### config.mk
export PLATFORM = sky130hd
export DESIGN_NAME = sysid_read_arbiter
export DESIGN_NICKNAME = d
export VERILOG_FILES = /design/src/rtl/sysid_read_arbiter.sv
export SDC_FILE = /design/constraint.sdc
export NUM_CORES = 1
export LEC_CHECK = 0
export CAP_MARGIN = 20
export CORE_MARGIN = 2
export CORE_UTILIZATION = 40
export CTS_BUF_LIST = sky130_fd_sc_hd__clkbuf_16
export DETAILED_ROUTE_END_ITERATION = 12
export PLACE_DENSITY = 0.83
export REMOVE_ABC_BUFFERS = 1
export SKIP_LAST_GASP = 1
export SLEW_MARGIN = 15
export SYNTH_ARGS = -nofsm -noshare
export SYNTH_HDL_FRONTEND = slang
export SYNTH_SLANG_ARGS = --single-unit
### constraint.sdc
create_clock -name clock -period 1.9 [get_ports clock]
set_input_delay 0.19 -clock clock [delete_from_list [all_inputs] [get_ports clock]]
set_output_delay 0.19 -clock clock [all_outputs]
set_load 0.1 [all_outputs]
### src/rtl/sysid_read_arbiter.sv
// sysid_read_arbiter
//   Verifies a system ID slave at start-up (ID word, then timestamp word) and
//   then shares that slave between two read requesters with round-robin
//   arbitration. Each accepted read returns data exactly one cycle later.
//
// Ports
//   clock, reset                  : single clock, asynchronous active-high reset
//   m0_read/m0_address            : requester 0 read strobe and word address
//   m0_waitrequest                : low only in the cycle requester 0 is accepted
//   m0_readdata/m0_readdatavalid  : requester 0 returned data and its strobe
//   m1_*                          : same set for requester 1
//   sid_address/sid_readdata      : shared system ID slave (combinational read)
//   recheck                       : rerun the ID check (honoured while idle)
//   check_done/id_ok              : check completed / last check matched
module sysid_read_arbiter #(
  parameter logic [31:0] EXPECTED_ID        = 32'd0,
  parameter logic [31:0] EXPECTED_TIMESTAMP = 32'd1671591062
) (
  input  logic        clock,
  input  logic        reset,
  input  logic        m0_read,
  input  logic        m0_address,
  output logic        m0_waitrequest,
  output logic [31:0] m0_readdata,
  output logic        m0_readdatavalid,
  input  logic        m1_read,
  input  logic        m1_address,
  output logic        m1_waitrequest,
  output logic [31:0] m1_readdata,
  output logic        m1_readdatavalid,
  output logic        sid_address,
  input  logic [31:0] sid_readdata,
  input  logic        recheck,
  output logic        check_done,
  output logic        id_ok
);

  typedef enum logic [1:0] {
    CHK_ID = 2'd0,
    CHK_TS = 2'd1,
    IDLE   = 2'd2,
    RESP   = 2'd3
  } state_t;

  state_t      state_reg, state_next;
  logic        last_grant_reg;   // requester granted most recently
  logic        resp_sel_reg;     // requester owed the response in RESP
  logic        id_match_reg;     // result of the ID word comparison
  logic        check_done_reg;
  logic        id_ok_reg;
  logic [31:0] m0_readdata_reg;
  logic [31:0] m1_readdata_reg;
  logic        grant_valid;
  logic        grant_sel;

  always_comb begin
    state_next     = state_reg;
    sid_address    = 1'b0;
    m0_waitrequest = 1'b1;
    m1_waitrequest = 1'b1;
    grant_valid    = 1'b0;
    grant_sel      = 1'b0;
    case (state_reg)
      CHK_ID: state_next = CHK_TS;
      CHK_TS: begin
        sid_address = 1'b1;
        state_next  = IDLE;
      end
      IDLE: begin
        if (recheck) begin
          state_next = CHK_ID;
        end else if (m0_read || m1_read) begin
          grant_valid = 1'b1;
          // On a tie the requester not served last wins; otherwise the
          // single active requester is taken.
          grant_sel      = (m0_read && m1_read) ? ~last_grant_reg : m1_read;
          sid_address    = grant_sel ? m1_address : m0_address;
          m0_waitrequest = grant_sel;
          m1_waitrequest = ~grant_sel;
          state_next     = RESP;
        end
      end
      RESP:    state_next = IDLE;
      default: state_next = CHK_ID;
    endcase
  end

  always_ff @(posedge clock or posedge reset) begin
    if (reset) begin
      state_reg       <= CHK_ID;
      last_grant_reg  <= 1'b1;
      resp_sel_reg    <= 1'b0;
      id_match_reg    <= 1'b0;
      check_done_reg  <= 1'b0;
      id_ok_reg       <= 1'b0;
      m0_readdata_reg <= 32'd0;
      m1_readdata_reg <= 32'd0;
    end else begin
      state_reg <= state_next;
      if (state_reg == CHK_ID) begin
        id_match_reg <= (sid_readdata == EXPECTED_ID);
      end
      if (state_reg == CHK_TS) begin
        check_done_reg <= 1'b1;
        id_ok_reg      <= id_match_reg && (sid_readdata == EXPECTED_TIMESTAMP);
      end
      if (state_reg == IDLE && recheck) begin
        check_done_reg <= 1'b0;
        id_ok_reg      <= 1'b0;
      end
      if (grant_valid) begin
        last_grant_reg <= grant_sel;
        resp_sel_reg   <= grant_sel;
        // Capturing straight into the granted requester's output register
        // presents the data in RESP and holds it afterwards, leaving the
        // other requester's last value untouched.
        if (grant_sel) begin
          m1_readdata_reg <= sid_readdata;
        end else begin
          m0_readdata_reg <= sid_readdata;
        end
      end
    end
  end

  assign m0_readdatavalid = (state_reg == RESP) && !resp_sel_reg;
  assign m1_readdatavalid = (state_reg == RESP) &&  resp_sel_reg;
  assign m0_readdata      = m0_readdata_reg;
  assign m1_readdata      = m1_readdata_reg;
  assign check_done       = check_done_reg;
  assign id_ok            = id_ok_reg;

endmodule

==> impl_metrics.json <==
{
  "core_mm2": 0.00714,
  "grt_max_degree": 31,
  "gp_congestion": 0.811,
  "path_cells": "inv_1 > ha_2 > nor2b_4 > buf_6 > nand3_4 > buf_12 > buf_12",
  "rrSetupSlack_ns": 0.10,
  "synth_flop_cell": "dfrtp_1",
  "finalCriticalPeriod_ns": 1.87,
  "hp-class": "in -> async",
  "synth_area_mm2": 0.00291,
  "synth_commonest_cells": "dfrtp_1 (70), mux2_2 (64), nand4_1 (6), nor4_1 (6)",
  "placementRows": 31,
  "clockRootBuffer": "clkbuf_16",
  "critPathCaptureType": "primary output",
  "grt.overflow.total": 0,
  "routedWlPerCell_um": 16.9,
  "clkTransAtPathRegs_ns": 0.07,
  "relSlewSlack_pct": 71.9,
  "drc": 0,
  "grt_pass1_vias": 2145,
  "critical_path_class": "reg -> out",
  "grt_first_pass_wirelength_mm": 11.2,
  "max_freq_ghz": 0.535,
  "synth_cells": 198,
  "cpMostUsedCell": "buf_12",
  "synth-seq-area-share_pct": 61.1,
  "regToRegStartpoint": "state_reg[0]",
  "synth_seq_cells": 71,
  "cts_made_buffers": 9,
  "synth_most_common_cell": "dfrtp_1",
  "required_ns": 1.71,
  "io_pins": 110,
  "post_drt_via_cell_ratio": 4.92,
  "drive_above_1_share_pct": 53.4,
  "finalCritPeriodShare_pct": 98.4,
  "grtUsageTotal_pct": 18.9,
  "cts_tree": "built",
  "synth_cell_types": 28,
  "wirelength_mm": 7.36,
  "yosysTopAreaCellShare_pct": 60.2,
  "fin_nets": 376,
  "cap_viol_max_count": 0,
  "floorplan.initialDensity_pct": 40.8,
  "syn2layout_area_growth_pct": 56.6,
  "status": "finished clean",
  "vias": 2146,
  "crit_path_max_fanout": 4,
  "antenna_found_initial": 0,
  "max_slew.worst_pin.slew_ns": 0.421,
  "die_area_mm2": 0.00797,
  "die_width_um": 89.3,
  "postCtsHoldBufs": 0,
  "slowest_delay_ns": 0.37,
  "first_pass_iters": 4,
  "synth-async-reset-ratio_pct": 100,
  "syn_avg_cell_area_um2": 14.7,
  "clockBufferDepth": 2,
  "yosysWarnings": 0,
  "crit_slowest_cell": "dfrtp_1",
  "clk_latency_ns": 0.33,
  "yosys.area.top_type": "dfrtp_1",
  "diodes": 0,
  "synth-edff-count": 0,
  "cp.arrival_ns": 1.68,
  "drt_iter0_markers": 82,
  "hpwlAfterDp_mm": 5.05,
  "setup_viol": 0,
  "ant_nets": 0,
  "finalHoldViolCount": 0,
  "final_util_pct": 63.8,
  "die_h_um": 89.3,
  "timing.final.max_slew_violations": 0,
  "startpoint": "state_reg[0]",
  "netlist_top_cells_area": "dfrtp_1 (60%), mux2_2 (25%), ha_1 (2.2%)",
  "critPathLaunchType": "flip-flop",
  "cts_max_level": 3,
  "cts_sinks": 71,
  "fin_worst_skew_ns": 0.0120,
  "port_buffers": 109
}
[path summary, 6_finish.rpt]
kind | endpoint | cells after the start
setup / recovery | m1_waitrequest | 7
hold / removal | m1_readdata[29] | 2
setup reg to reg | m0_readdata[15] | 7
hold reg to reg | resp_sel_reg | 2
max in group asynchronous | m1_readdata[15] | 3
min in group clock | resp_sel_reg | 2
[logic make-up (layout without fill, tap and decap cells)]
family / count (synthesis) / after routing / share of synthesized area, %
simple gates: 33 / 33 / 6.71
mux: 64 / 64 / 24.8
buf+inv: 13 / 152 / 2.67
flops: 71 / 71 / 61.1
compound gates: 12 / 12 / 2.58
fa+ha+maj: 5 / 5 / 2.15
[timing repair]
action / 4_1_cts / 5_1_grt
endpoints found under the setup margin: 2 / 9
buffers inserted: 5 / 4
resized for setup: 4 / 3
cloned: 1 / 0
[layer usage]
layer	part of all wire [%]	up-vias	GRT usage [%]
met5	0	-	0
li1	-	984	-
met2	50	83	30.8
met4	0.29	0	4.07
met1	42	1077	24.6
met3	7.7	2	6.56
[through the flow]
stage / worst slack (ns) / TNS, ns / area, um2 / instances / hold WS (ns)
floorplan: -0.951 / -51.47 / 2850 / 190 / 0.260
global placement: -0.145 / -0.171 / 4100 / 410 / 0.480
detailed placement: -0.205 / -0.245 / 4100 / 410 / 0.493
CTS: 0.00105 / 0 / 4520 / 432 / 0.182
global route: -0.0337 / -0.0575 / 4560 / 436 / 0.193
finish: 0.0296 / 0 / 4560 / 436 / 0.176
[cell usage in the layout (no fill, tap or decap), types with 3 or more instances in the layout]
cell / netlist / layout
buf_4: 0 / 81
dfrtp_1: 70 / 70
mux2_2: 64 / 64
clkdlybuf4s50_1: 0 / 38
buf_12: 0 / 10
clkbuf_16: 0 / 9
nor4_1: 6 / 6
nand4_1: 6 / 6
nand2_1: 4 / 4
inv_1: 5 / 4
nor2_1: 4 / 4
ha_1: 5 / 4
a21oi_1: 3 / 3
inv_6: 0 / 3
[cell type report]
class                           count  area (um2)
Sequential cell                    71        1780
Fill cell                         559        2580
Timing Repair Buffer              131        1230
Clock inverter                      7         103
Inverter                            5        18.8
Tap cell                           99         124
Clock buffer                        9         225
Multi-Input combinational cell    114        1080
[worst max-delay path, delay by kind of cell, from the launching register on]
family	cells	cell delay [ns]
simple gates	2	0.27
fa+ha+maj	1	0.21
flops	1	0.37
buf+inv	4	0.50
Power is not shown: default switching activity piles up to over one toggle a cycle in this logic, so the estimate is an artifact.
